## config.mk

```make
export PLATFORM = sky130hd
export DESIGN_NAME = mxint_block_negate_stream
export DESIGN_NICKNAME = d
export VERILOG_FILES = /design/src/rtl/mxint_pkg.sv /design/src/rtl/mxint_lane_negate.sv /design/src/rtl/mxint_block_negate_stream.sv
export SDC_FILE = /design/constraint.sdc
export NUM_CORES = 1
export LEC_CHECK = 0
export CORE_MARGIN = 2
export CORE_UTILIZATION = 53
export DETAILED_ROUTE_END_ITERATION = 12
export PLACE_DENSITY = 0.92
export SLEW_MARGIN = 20
export SYNTH_ARGS = -nofsm -noshare
export SYNTH_HDL_FRONTEND = slang
export SYNTH_HIERARCHICAL = 1
export SYNTH_SLANG_ARGS = --single-unit
```

## constraint.sdc

```tcl
create_clock -name i_clk -period 3.7 [get_ports i_clk]
set_input_delay 0.74 -clock i_clk [delete_from_list [all_inputs] [get_ports i_clk]]
set_output_delay 0.74 -clock i_clk [all_outputs]
set_load 0.005 [all_outputs]
```

## src/rtl/mxint_pkg.sv

```systemverilog
// Shared types and helpers for the streaming MXINT block negate.
// Mode/policy encodings match the 2-bit i_mode / i_minval_policy fields.
package mxint_pkg;

  typedef enum logic [1:0] {
    PASS   = 2'b00,
    NEG    = 2'b01,
    ABS    = 2'b10,
    NEGABS = 2'b11
  } mode_e;

  // Code 2'b11 is left unnamed and behaves as KEEP.
  typedef enum logic [1:0] {
    KEEP = 2'b00,
    ZERO = 2'b01,
    SAT  = 2'b10
  } policy_e;

  function automatic logic [63:0] minval_code(input int w);
    return 64'd1 << (w - 1);
  endfunction

  function automatic logic [63:0] maxpos_code(input int w);
    return minval_code(w) - 64'd1;
  endfunction

  function automatic int beats_per_block(input int block_size, input int lanes);
    return block_size / lanes;
  endfunction

endpackage

```

## src/rtl/mxint_lane_negate.sv

```systemverilog
// Combinational single-element pass/negate/abs/neg-abs with a policy for
// the most-negative code, which has no positive counterpart.
module mxint_lane_negate
  import mxint_pkg::*;
#(
  parameter int W = 8
) (
  input  logic [W-1:0] x_i,
  input  mode_e        mode_i,
  input  policy_e      policy_i,
  output logic [W-1:0] y_o,
  output logic         is_minval_o
);

  localparam logic [W-1:0] MIN_CODE = W'(minval_code(W));
  localparam logic [W-1:0] MAX_CODE = W'(maxpos_code(W));
  localparam logic [W-1:0] NEG_MAX  = MIN_CODE | W'(1);

  logic [W-1:0] neg_x;
  logic         is_neg;
  logic         is_pos;

  assign neg_x       = ~x_i + W'(1);
  assign is_neg      = x_i[W-1];
  assign is_pos      = !x_i[W-1] && (x_i != '0);
  assign is_minval_o = (x_i == MIN_CODE);

  always_comb begin
    y_o = x_i;
    unique case (mode_i)
      PASS:    y_o = x_i;
      NEG:     y_o = neg_x;
      ABS:     y_o = is_neg ? neg_x : x_i;
      NEGABS:  y_o = is_pos ? neg_x : x_i;
      default: y_o = x_i;
    endcase
    // Pass mode forwards the minval code untouched regardless of policy.
    if (mode_i != PASS && is_minval_o) begin
      case (policy_i)
        ZERO:    y_o = '0;
        SAT:     y_o = (mode_i == NEGABS) ? NEG_MAX : MAX_CODE;
        default: y_o = MIN_CODE;
      endcase
    end
  end

endmodule

```

## src/rtl/mxint_block_negate_stream.sv

```systemverilog
// Streaming MX block negate: LANES elements per beat, per-block mode/policy/scale
// latched on beat 0, single registered output stage. MXINT_NEG_STATS_EN adds o_minval_count.
module mxint_block_negate_stream
  import mxint_pkg::*;
#(
  parameter int ELEM_WIDTH  = 8,
  parameter int BLOCK_SIZE  = 32,
  parameter int LANES       = 8,
  parameter int SCALE_WIDTH = 8
) (
  input  logic                        i_clk,
  input  logic                        i_rst,
  input  logic                        i_valid,
  output logic                        o_in_ready,
  input  logic [LANES*ELEM_WIDTH-1:0] i_elements,
  input  logic [SCALE_WIDTH-1:0]      i_scale,
  input  logic [1:0]                  i_mode,
  input  logic [1:0]                  i_minval_policy,
  output logic                        o_valid,
  input  logic                        i_out_ready,
  output logic [LANES*ELEM_WIDTH-1:0] o_elements,
  output logic [SCALE_WIDTH-1:0]      o_scale,
  output logic                        o_first,
  output logic                        o_last
`ifdef MXINT_NEG_STATS_EN
  ,
  output logic [$clog2(BLOCK_SIZE+1)-1:0] o_minval_count
`endif
);

  localparam int BEATS  = beats_per_block(BLOCK_SIZE, LANES);
  localparam int BEAT_W = (BEATS > 1) ? $clog2(BEATS) : 1;
  localparam logic [BEAT_W-1:0] LAST_BEAT = BEAT_W'(BEATS - 1);

  logic                        accept;
  logic                        beat_is_first;
  logic                        beat_is_last;
  logic [BEAT_W-1:0]           beat_q;
  logic [BEAT_W-1:0]           beat_d;
  mode_e                       mode_q;
  mode_e                       eff_mode;
  policy_e                     policy_q;
  policy_e                     eff_policy;
  logic [SCALE_WIDTH-1:0]      scale_q;
  logic [SCALE_WIDTH-1:0]      eff_scale;
  logic [LANES*ELEM_WIDTH-1:0] lane_y;
  logic [LANES-1:0]            lane_minval;

  logic                        valid_q;
  logic [LANES*ELEM_WIDTH-1:0] elements_q;
  logic [SCALE_WIDTH-1:0]      out_scale_q;
  logic                        first_q;
  logic                        last_q;

  assign o_in_ready    = !valid_q || i_out_ready;
  assign accept        = i_valid && o_in_ready;
  assign beat_is_first = (beat_q == '0);
  assign beat_is_last  = (beat_q == LAST_BEAT);
  assign beat_d        = beat_is_last ? '0 : beat_q + BEAT_W'(1);

  // Beat 0 uses the live controls so it agrees with what gets latched.
  assign eff_mode   = beat_is_first ? mode_e'(i_mode) : mode_q;
  assign eff_policy = beat_is_first ? policy_e'(i_minval_policy) : policy_q;
  assign eff_scale  = beat_is_first ? i_scale : scale_q;

  for (genvar gi = 0; gi < LANES; gi++) begin : g_lane
    mxint_lane_negate #(
      .W(ELEM_WIDTH)
    ) u_lane (
      .x_i        (i_elements[gi*ELEM_WIDTH +: ELEM_WIDTH]),
      .mode_i     (eff_mode),
      .policy_i   (eff_policy),
      .y_o        (lane_y[gi*ELEM_WIDTH +: ELEM_WIDTH]),
      .is_minval_o(lane_minval[gi])
    );
  end

  always_ff @(posedge i_clk) begin
    if (i_rst) begin
      beat_q      <= '0;
      mode_q      <= PASS;
      policy_q    <= KEEP;
      scale_q     <= '0;
      valid_q     <= 1'b0;
      elements_q  <= '0;
      out_scale_q <= '0;
      first_q     <= 1'b0;
      last_q      <= 1'b0;
    end else begin
      if (accept) begin
        beat_q <= beat_d;
        if (beat_is_first) begin
          mode_q   <= eff_mode;
          policy_q <= eff_policy;
          scale_q  <= eff_scale;
        end
        valid_q     <= 1'b1;
        elements_q  <= lane_y;
        out_scale_q <= eff_scale;
        first_q     <= beat_is_first;
        last_q      <= beat_is_last;
      end else if (i_out_ready) begin
        valid_q <= 1'b0;
      end
    end
  end

  assign o_valid    = valid_q;
  assign o_elements = elements_q;
  assign o_scale    = out_scale_q;
  assign o_first    = first_q;
  assign o_last     = last_q;

`ifdef MXINT_NEG_STATS_EN
  localparam int CNT_W = $clog2(BLOCK_SIZE + 1);

  logic [CNT_W-1:0] cnt_q;
  logic [CNT_W-1:0] lane_cnt;
  logic [CNT_W-1:0] block_total;
  logic [CNT_W-1:0] minval_count_q;

  always_comb begin
    lane_cnt = '0;
    for (int i = 0; i < LANES; i++) begin
      lane_cnt = lane_cnt + CNT_W'(lane_minval[i]);
    end
  end

  // Beat 0 starts a fresh total instead of adding to the previous block.
  assign block_total = (beat_is_first ? '0 : cnt_q) + lane_cnt;

  always_ff @(posedge i_clk) begin
    if (i_rst) begin
      cnt_q          <= '0;
      minval_count_q <= '0;
    end else if (accept) begin
      cnt_q          <= block_total;
      minval_count_q <= beat_is_last ? block_total : '0;
    end
  end

  assign o_minval_count = minval_count_q;
`else
  logic unused_minval;
  assign unused_minval = ^lane_minval;
`endif

endmodule

```

# ---- Yosys cells after proc, flatten, opt, wreduce, memory -nomap -nowiden
# Cells that the tools add are included.
dict set report classes {
  order_cmp 0
  reduce_logical 40
  n_mux 40
  n_eq_ne 14
  addsub 9
  n_mul 0
  n_shift 0
  div 0
  bitwise 8
}
# op n
set op_table {}
lappend op_table {{case mux 8 bit (4 select lines)} 8}
lappend op_table {{2-to-1 mux 8 bit} 26}
lappend op_table {{adder 8 x 1 -> 8 bit (second input constant)} 8}
lappend op_table {{equality test 8 bit (second input constant)} 8}
lappend op_table {{NOT 8 bit} 8}
lappend op_table {{nonzero test 8 bit} 8}
lappend op_table {{logical AND 1 bit} 17}
lappend op_table {{case mux 8 bit (2 select lines)} 1}
lappend op_table {{zero test 1 bit} 9}
lappend op_table {{equality test 2 bit (second input constant)} 4}
lappend op_table {{2-to-1 mux 2 bit} 3}
lappend op_table {{equality test 2 x 1 -> 1 bit (second input constant)} 2}
lappend op_table {{zero test 2 bit} 2}
lappend op_table {{nonzero test 2 bit} 2}
lappend op_table {{adder 2 x 1 -> 2 bit (second input constant)} 1}
lappend op_table {{2-to-1 mux 1 bit} 2}
lappend op_table {{AND reduction 2 bit} 1}
lappend op_table {{logical OR 1 bit} 1}
dict set report totals {
  latchBits 0
  elab_cells 120
  mem_count 0
  regBits 89
  rom_bits 0
  in_bits 80
  mem_bits_rw 0
}

# ---- Longest topological paths before layout
# Gate-level depths: netlist (run 1).
dict set report logic_depth {
  ltp_word 6
  mapped_depth 11
}

# ---- By module
# The synthesis (run 1) kept the hierarchy.
# module seq_area_each_um2 cells_each n_inst area_per_inst_um2
set by_module_without_submodules {}
lappend by_module_without_submodules {mxint_block_negate_stream 1781.7 411 1 3580.9}
lappend by_module_without_submodules {{mxint_lane_negate at g_lane[0].u_lane ...} 0.0 76 6 540.5}
lappend by_module_without_submodules {{mxint_lane_negate at g_lane[7].u_lane} 0.0 72 1 498.0}
lappend by_module_without_submodules {{mxint_lane_negate at g_lane[2].u_lane} 0.0 73 1 490.5}

# ---- Worst setup path after synthesis (run 1)
# No wires, ideal clock.
dict set report synth_path {
  path_type {register to register}
  start {reg beat_q[0]}
  end {reg elements_q[19] (netlist: o_elements[19])}
  setup_ps 70
  n_path_buf 2
  arrival_time_ps 2652
  slack_ps 977
  stages_incl_launch_ff 11
  cell_sequence {dfxtp_1 inv_1 ha_1 buf_2 mux2_2 clkbuf_1 inv_1 o311a_1 o311ai_0 nand3_1 a21oi_1}
}
dict set report synth_via {
  elab_chain_cells 6
  elab_cells_between_ends 15
}
# item line_no
set synth_rtl {}
lappend synth_rtl {{from (decl)} mxint_block_negate_stream.sv:38} ;# logic [BEAT_W-1:0] beat_q;
lappend synth_rtl {{from (signal assigned)} mxint_block_negate_stream.sv:91} ;# beat_q <= beat_d;
lappend synth_rtl {{zero test 2 bit *} mxint_block_negate_stream.sv:57} ;# assign beat_is_first = (beat_q == '0);
lappend synth_rtl {{net beat_is_first} mxint_block_negate_stream.sv:36} ;# logic beat_is_first;
lappend synth_rtl {{2-to-1 mux 2 bit *} mxint_block_negate_stream.sv:62} ;# assign eff_mode = beat_is_first ? mode_e'(i_mode) : mode_q;
lappend synth_rtl {{net eff_mode[1]} mxint_block_negate_stream.sv:41} ;# mode_e eff_mode;
lappend synth_rtl {{equality test 2 bit} {mxint_lane_negate.sv:30, mxint_lane_negate.sv:41}}
lappend synth_rtl {{2-to-1 mux 8 bit} mxint_lane_negate.sv:41} ;# SAT: y_o = (mode_i == NEGABS) ? NEG_MAX : MAX_CODE;
lappend synth_rtl {{case mux 8 bit (2 select lines)} mxint_lane_negate.sv:39} ;# case (policy_i)
lappend synth_rtl {{2-to-1 mux 8 bit *} mxint_lane_negate.sv:38} ;# if (mode_i != PASS && is_minval_o) begin
lappend synth_rtl {{net lane_y[19]} mxint_block_negate_stream.sv:46} ;# logic [LANES*ELEM_WIDTH-1:0] lane_y;
lappend synth_rtl {{to (signal assigned)} mxint_block_negate_stream.sv:98} ;# elements_q <= lane_y;
lappend synth_rtl {{to (decl)} mxint_block_negate_stream.sv:50} ;# logic [LANES*ELEM_WIDTH-1:0] elements_q;
# The timed path passes the listed nets; every way through them passes the cells marked *.
# A chain may end at the register's enable or synchronous reset.

# ---- Worst setup path after layout (run 1)
dict set report layout_path {
  start {in i_mode[0]}
  end {reg elements_q[17] (netlist: o_elements[17])}
}
dict set report layout_via {
  elab_chain_cells 5
  elab_cells_between_ends 11
}
# item line_no
set layout_rtl {}
lappend layout_rtl {{from (decl)} mxint_block_negate_stream.sv:17} ;# input logic [1:0] i_mode,
lappend layout_rtl {{2-to-1 mux 2 bit *} mxint_block_negate_stream.sv:62}
lappend layout_rtl {{net eff_mode[0]} mxint_block_negate_stream.sv:41}
lappend layout_rtl {{equality test 2 bit} {mxint_lane_negate.sv:30, mxint_lane_negate.sv:41}}
lappend layout_rtl {{2-to-1 mux 8 bit} mxint_lane_negate.sv:41}
lappend layout_rtl {{case mux 8 bit (2 select lines)} mxint_lane_negate.sv:39}
lappend layout_rtl {{2-to-1 mux 8 bit *} mxint_lane_negate.sv:38}
lappend layout_rtl {{net lane_y[17]} mxint_block_negate_stream.sv:46}
# Marks and branches as above.

==> PnR_summary.wiki, run 1 <==
{| class="wikitable"
! Metric !! Value
|-
| Drt via density || 6.39
|-
| Fraction of final layout cells with drive strength greater than 1 || 9.30%
|-
| Inserted Clock Buffers || 9
|-
| Final number of setup-violating endpoints || 0
|-
| Total global-route track usage || 28.3%
|-
| Total buffers and inverters traversed by the critical path || 2
|-
| Longest individual stage delay on the worst path || 600 ps
|-
| WL per Instance || 17.5 um
|-
| Overflow left after global routing || 0
|-
| Setup clock skew after layout || 8.27 ps
|-
| # IOs || 156
|-
| Full die area || 15600 sq um
|-
| Worst-margin pin slew || 1010 ps
|-
| Cell seen most often among critical-path stages || sky130_fd_sc_hd__nand3_1
|-
| Post-CTS setup buffer count || 0
|-
| Total via count in the routed design || 8323
|-
| Total power per unit cell area || 347 nW/um^2
|-
| Hpwl dp || 15500 um
|-
| Per-instance average area after synthesis || 7.73 sq um
|-
| DIE HEIGHT || 125 um
|-
| Critical path launch point || i_mode[0]
|-
| Most common library cell in the layout ignoring fill and taps || sky130_fd_sc_hd__clkdlybuf4s50_1
|-
| Commonest cells after routing, fill and taps aside || sky130_fd_sc_hd__clkdlybuf4s50_1 (153), sky130_fd_sc_hd__a21oi_1 (104), sky130_fd_sc_hd__dfxtp_1 (89)
|-
| Post-Synthesis Cell Area || 7770 sq um
|-
| Stages on worst setup path || 9
|-
| Final GP Congestion || 0.922
|-
| CP endpoint kind || flop
|-
| Max-cap violations || 0
|-
| Storage cell area || 1780 sq um
|-
| Pin count of the biggest net entering global routing || 103
|-
| Launch instance of the worst register-to-register path || beat_q[0]
|-
| Syn Nets || 1103
|-
| Endpoint arrival time on the critical path || 3130 ps
|-
| Share of the core filled with cells || 66.9%
|-
| Post-detailed-route DRC marker count || 0
|-
| Wire length of the first global-routing pass || 37800 um
|-
| Number of cells after detailed placement || 1287
|-
| P_leak || 3.64 nW
|-
| Via count of the first global-routing pass || 7686
|-
| Maximum ir drop on the vdd rail || 0.000265 V
|-
| Antenna Diode Count || 0
|-
| RSZ-0062 raised after global routing || no
|-
| Effective utilization at floorplan || 53.9%
|-
| Number of nets still failing antenna checks after routing || 0
|-
| Data required time at the worst endpoint || 3970 ps
|-
| Net count of the finished layout || 1212
|-
| Input/output buffers || 155
|-
| Number of buffers inserted for hold repair after clock tree synthesis || 0
|-
| Placeable Area || 14400 sq um
|-
| Headroom to the max-slew limit || 32.6%
|-
| Pins Over Slew Limit || 0
|-
| Count of non-filler cells in the finished layout || 1302
|-
| Top delay family on crit path || multiplexers
|-
| R2R Setup Slk || 940 ps
|-
| Setup TNS after final layout || 0 ps
|-
| Result of the run || complete, no violations
|-
| Post-cts gate resize count || 0
|-
| Hold WS || 477 ps
|-
| Clock insertion delay at the later pin of the skew report || 350 ps
|-
| Total number of H-tree levels || 3
|-
| Area of combinational cells with multiple inputs || 5520 sq um
|-
| Final hold violation count || 0
|-
| Post-synthesis cell count || 1005
|-
| Pwr Total || 3.35 mW
|-
| Crit path cell chain || clkdlybuf4s50_1 > mux2_4 > buf_4 > nand2_1 > mux2_2 > o2bb2a_1 > nand3_1 > nand3_1 > a21oi_1
|-
| Share of the clock period used by the worst path || 77.5%
|-
| Initial antenna violation count || 0
|-
| Min-Delay Path Class || flop to flop
|-
| CP endpoint || o_elements[17]
|-
| Post-detailed-routing wire length || 22800 um
|-
| Cell row count || 44
|-
| Horizontal die dimension || 125 um
|-
| Maximum buffer depth of the clock tree || 2
|-
| Setup Crit Path Kind || input port to flop
|-
| Filler Cell Count || 1173
|-
| Initial DRC count || 1034
|-
| Area added between synthesis and finish || 24.2%
|-
| Crit-path slowest cell || sky130_fd_sc_hd__mux2_4
|-
| CTS Root Cell || sky130_fd_sc_hd__clkbuf_16
|-
| Clock-pin slew on the worst setup and hold paths || 70 ps
|-
| FMAX || 349 MHz
|-
| Worst setup SP type || input port
|-
| Min Tclk post-route || 2870 ps
|-
| Reg2Reg Capture Point || o_elements[17]
|-
| Logic depth of the worst register-to-register path || 10
|-
| Critical-path maximum fanout || 61
|-
| First-pass iteration count of the detailed router || 6
|-
| Synth warn || 6
|-
| TritonCTS clock tree || built
|-
| Sink Count || 89
|}
==> layout make-up <==
type,instances,area share (%)
repair buffers,174,17.6
clock buffers,10,2.48
flip-flops and latches,89,18.5
inverters,32,1.24
well taps,184,2.39
clock inverters,5,0.661
multi-input cells,808,57.2
==> where the power goes <==
part | leakage [nW] | total (mW) | switching, mW | internal [mW]
clock | 0.146 | 0.954 | 0.410 | 0.545
combinational | 2.76 | 1.30 | 0.658 | 0.642
sequential | 0.733 | 1.09 | 0.0484 | 1.05
total | 3.64 | 3.35 | 1.12 | 2.23
==> sequential cells by signal, indices dropped and copies added (netlist names) <==
signal / cells
o_first: 1
o_valid: 1
policy_q: 2
beat_q: 2
scale_q: 8
o_last: 1
o_scale: 8
o_elements: 64
mode_q: 2
==> worst min-delay path by stage <==
stage,startpoint,to,slack [ps],cells past startpoint
after floorplan,mode_q[1],mode_q[1],450,2
after global placement,policy_q[1],policy_q[1],460,2
after detailed placement,scale_q[0],scale_q[0],470,2
after CTS,o_elements[14],o_elements[14],480,2
after global routing,mode_q[0],mode_q[0],490,2
final,scale_q[0],scale_q[0],480,2
==> routing by layer <==
metal,vias to the layer above,part of all wire (%),GRT usage [%]
li1,3957,-,-
met3,49,7.5,5.05
met4,0,2.7,11.0
met1,3927,44,38.1
met2,390,46,45.1
met5,-,0,0
==> tightest hold or removal path, stage by stage, from the launching register on <==
cell,delay (ps)
sky130_fd_sc_hd__dfxtp_1,310
sky130_fd_sc_hd__nand2b_1,60
sky130_fd_sc_hd__mux2i_1,60
==> stage by stage <==
stage / setup WS [ps] / instance area [sq um]
6_report: 834 / 9650
5_1_grt: 672 / 9650
4_1_cts: 879 / 9650
3_5_place_dp: 523 / 9350
3_3_place_gp: 562 / 9350
2_1_floorplan: 977 / 7770
Note: power is estimated with default switching activity, not from simulation.
==> inputs of run 2 (changes only) <==
- clock period: 3.7 -> 2.7 ns (I/O delays scaled with it)
==> run 2 against run 1 <==
Compared with the run above:
- register-to-register slack worse by 820 ps
- first-iteration DRC count up 7.7%
- combinational power up 53%
- clock power up 52%
- critical path type is now flop to flop
- highest routed layer unchanged
- largest cell class unchanged
==> PnR_summary.wiki, run 2 (synthesis gave the netlist of run 1 again) <==
{| class="wikitable"
! Metric !! Value
|-
| Final number of setup-violating endpoints || 0
|-
| Most common library cell in the layout ignoring fill and taps || sky130_fd_sc_hd__clkdlybuf4s50_1
|-
| Number of nets still failing antenna checks after routing || 0
|-
| Post-CTS setup buffer count || 0
|-
| Final hold violation count || 0
|-
| Worst-margin pin slew || 738 ps
|-
| Pins Over Slew Limit || 0
|-
| Min Tclk post-route || 2580 ps
|-
| Endpoint arrival time on the critical path || 2850 ps
|-
| Critical-path maximum fanout || 18
|-
| Share of the core filled with cells || 71.9%
|-
| Wire length of the first global-routing pass || 40700 um
|-
| Setup clock skew after layout || 6.27 ps
|-
| Clock insertion delay at the later pin of the skew report || 350 ps
|-
| CP endpoint kind || flop
|-
| Setup Crit Path Kind || flop to flop
|-
| P_leak || 4.08 nW
|-
| Pin count of the biggest net entering global routing || 79
|-
| Total power per unit cell area || 477 nW/um^2
|-
| Sink Count || 89
|-
| Overflow left after global routing || 0
|-
| Maximum ir drop on the vdd rail || 0.000302 V
|-
| Net count of the finished layout || 1296
|-
| Fraction of final layout cells with drive strength greater than 1 || 15.7%
|-
| Post-detailed-routing wire length || 25400 um
|-
| # IOs || 156
|-
| Total global-route track usage || 30.6%
|-
| Final GP Congestion || 0.961
|-
| Headroom to the max-slew limit || 50.8%
|-
| Worst setup SP type || flop
|-
| Maximum buffer depth of the clock tree || 2
|-
| CTS Root Cell || sky130_fd_sc_hd__clkbuf_16
|-
| Clock-pin slew on the worst setup and hold paths || 60 ps
|-
| Min-Delay Path Class || flop to flop
|-
| Number of flip-flops under the largest register name || 64
|-
| Inserted Clock Buffers || 9
|-
| Hpwl dp || 17400 um
|-
| Data required time at the worst endpoint || 2980 ps
|-
| Drt via density || 6.50
|-
| WL per Instance || 18.3 um
|-
| Initial antenna violation count || 0
|-
| TritonCTS clock tree || built
|-
| FMAX || 388 MHz
|-
| Placed Instance Area || 10000 sq um
|-
| Share of the clock period used by the worst path || 95.4%
|-
| First-pass iteration count of the detailed router || 6
|-
| Horizontal die dimension || 125 um
|-
| Result of the run || complete, no violations
|-
| RSZ-0062 raised after global routing || no
|-
| Post-detailed-route DRC marker count || 0
|-
| Commonest cells after routing, fill and taps aside || sky130_fd_sc_hd__clkdlybuf4s50_1 (153), sky130_fd_sc_hd__a21oi_1 (104), sky130_fd_sc_hd__buf_4 (97)
|-
| Effective utilization at floorplan || 53.9%
|-
| Placeable Area || 14400 sq um
|-
| Total via count in the routed design || 9020
|-
| Via count of the first global-routing pass || 8496
|-
| Cell row count || 44
|-
| Final Cell Area || 10400 sq um
|-
| Total number of H-tree levels || 3
|-
| Max-cap violations || 0
|-
| Pwr Total || 4.94 mW
|-
| Full die area || 15600 sq um
|-
| Initial DRC count || 1114
|-
| Input/output buffers || 155
|-
| Area added between synthesis and finish || 33.5%
|-
| DIE HEIGHT || 125 um
|}
-- run 2: cell types whose count changed in the layout (fill, tap and decap cells not counted), moves of 2 or more --
cell | previous run | this run
sky130_fd_sc_hd__bufinv_16 | 1 | 3
sky130_fd_sc_hd__buf_4 | 19 | 97
sky130_fd_sc_hd__buf_12 | 1 | 5
sky130_fd_sc_hd__inv_6 | 2 | 0
sky130_fd_sc_hd__clkinv_2 | 0 | 2
-- run 2: path summary, 6_finish.rpt --
check / start / endpoint / slack [ps] / depth (start not counted)
worst max register to register: beat_q[0] / o_elements[35] / 120 / 9
worst min-delay path: scale_q[1] / scale_q[1] / 480 / 2
worst max-delay path: beat_q[0] / o_elements[35] / 120 / 9
worst min register to register: scale_q[1] / scale_q[1] / 480 / 2
-- run 2: report_power, final --
| group | switching, mW | internal, mW |
|---|---|---|
| Sequential | 0.0721 | 1.43 |
| Clock | 0.553 | 0.896 |
| Combinational | 0.976 | 1.01 |
-- run 2: worst max-delay path, stage by stage, from the launching register on --
cell and delay [ps]:
sky130_fd_sc_hd__dfxtp_1 330, sky130_fd_sc_hd__inv_1 80, sky130_fd_sc_hd__ha_2 300, sky130_fd_sc_hd__mux2_2 570
sky130_fd_sc_hd__nand3b_1 270, sky130_fd_sc_hd__o32a_1 360, sky130_fd_sc_hd__a31o_2 250, sky130_fd_sc_hd__o2111ai_1 80
sky130_fd_sc_hd__nand3_1 110, sky130_fd_sc_hd__a21oi_1 150
-- run 2: area by class of cell --
cell class | instances | area (sq um)
multi-input cells | 809 | 5530
fillers | 1101 | 4050
repair buffers | 257 | 2370
flip-flops and latches | 89 | 1780
well taps | 184 | 230
clock buffers | 9 | 225
inverters | 32 | 120
clock inverters | 6 | 108
diodes | 1 | 2.50
-- run 2: repair_timing --
action                     in CTS  in global routing
setup endpoints to repair       0                 30
gates resized for setup         0                  2
hold buffers                    0                  0
-- run 2: routing by layer --
metal,vias to the layer above,part of all wire (%),GRT usage (%)
met2,530,48,51.2
met4,0,3.4,13.7
met5,-,0,0
li1,4121,-,-
met1,4278,41,38.9
met3,91,7.9,4.84
-- run 2: stage by stage --
step | hold slack [ps] | setup WS [ps] | setup TNS, ps | instances
5_1_grt | 493 | 14.5 | 0 | 1386
6_report | 478 | 124 | 0 | 1387
3_3_place_gp | 456 | 8.44 | 0 | 1370
2_1_floorplan | 446 | 130 | 0 | 1005
3_5_place_dp | 463 | -58.5 | -262 | 1370
4_1_cts | 478 | 64.6 | 0 | 1385
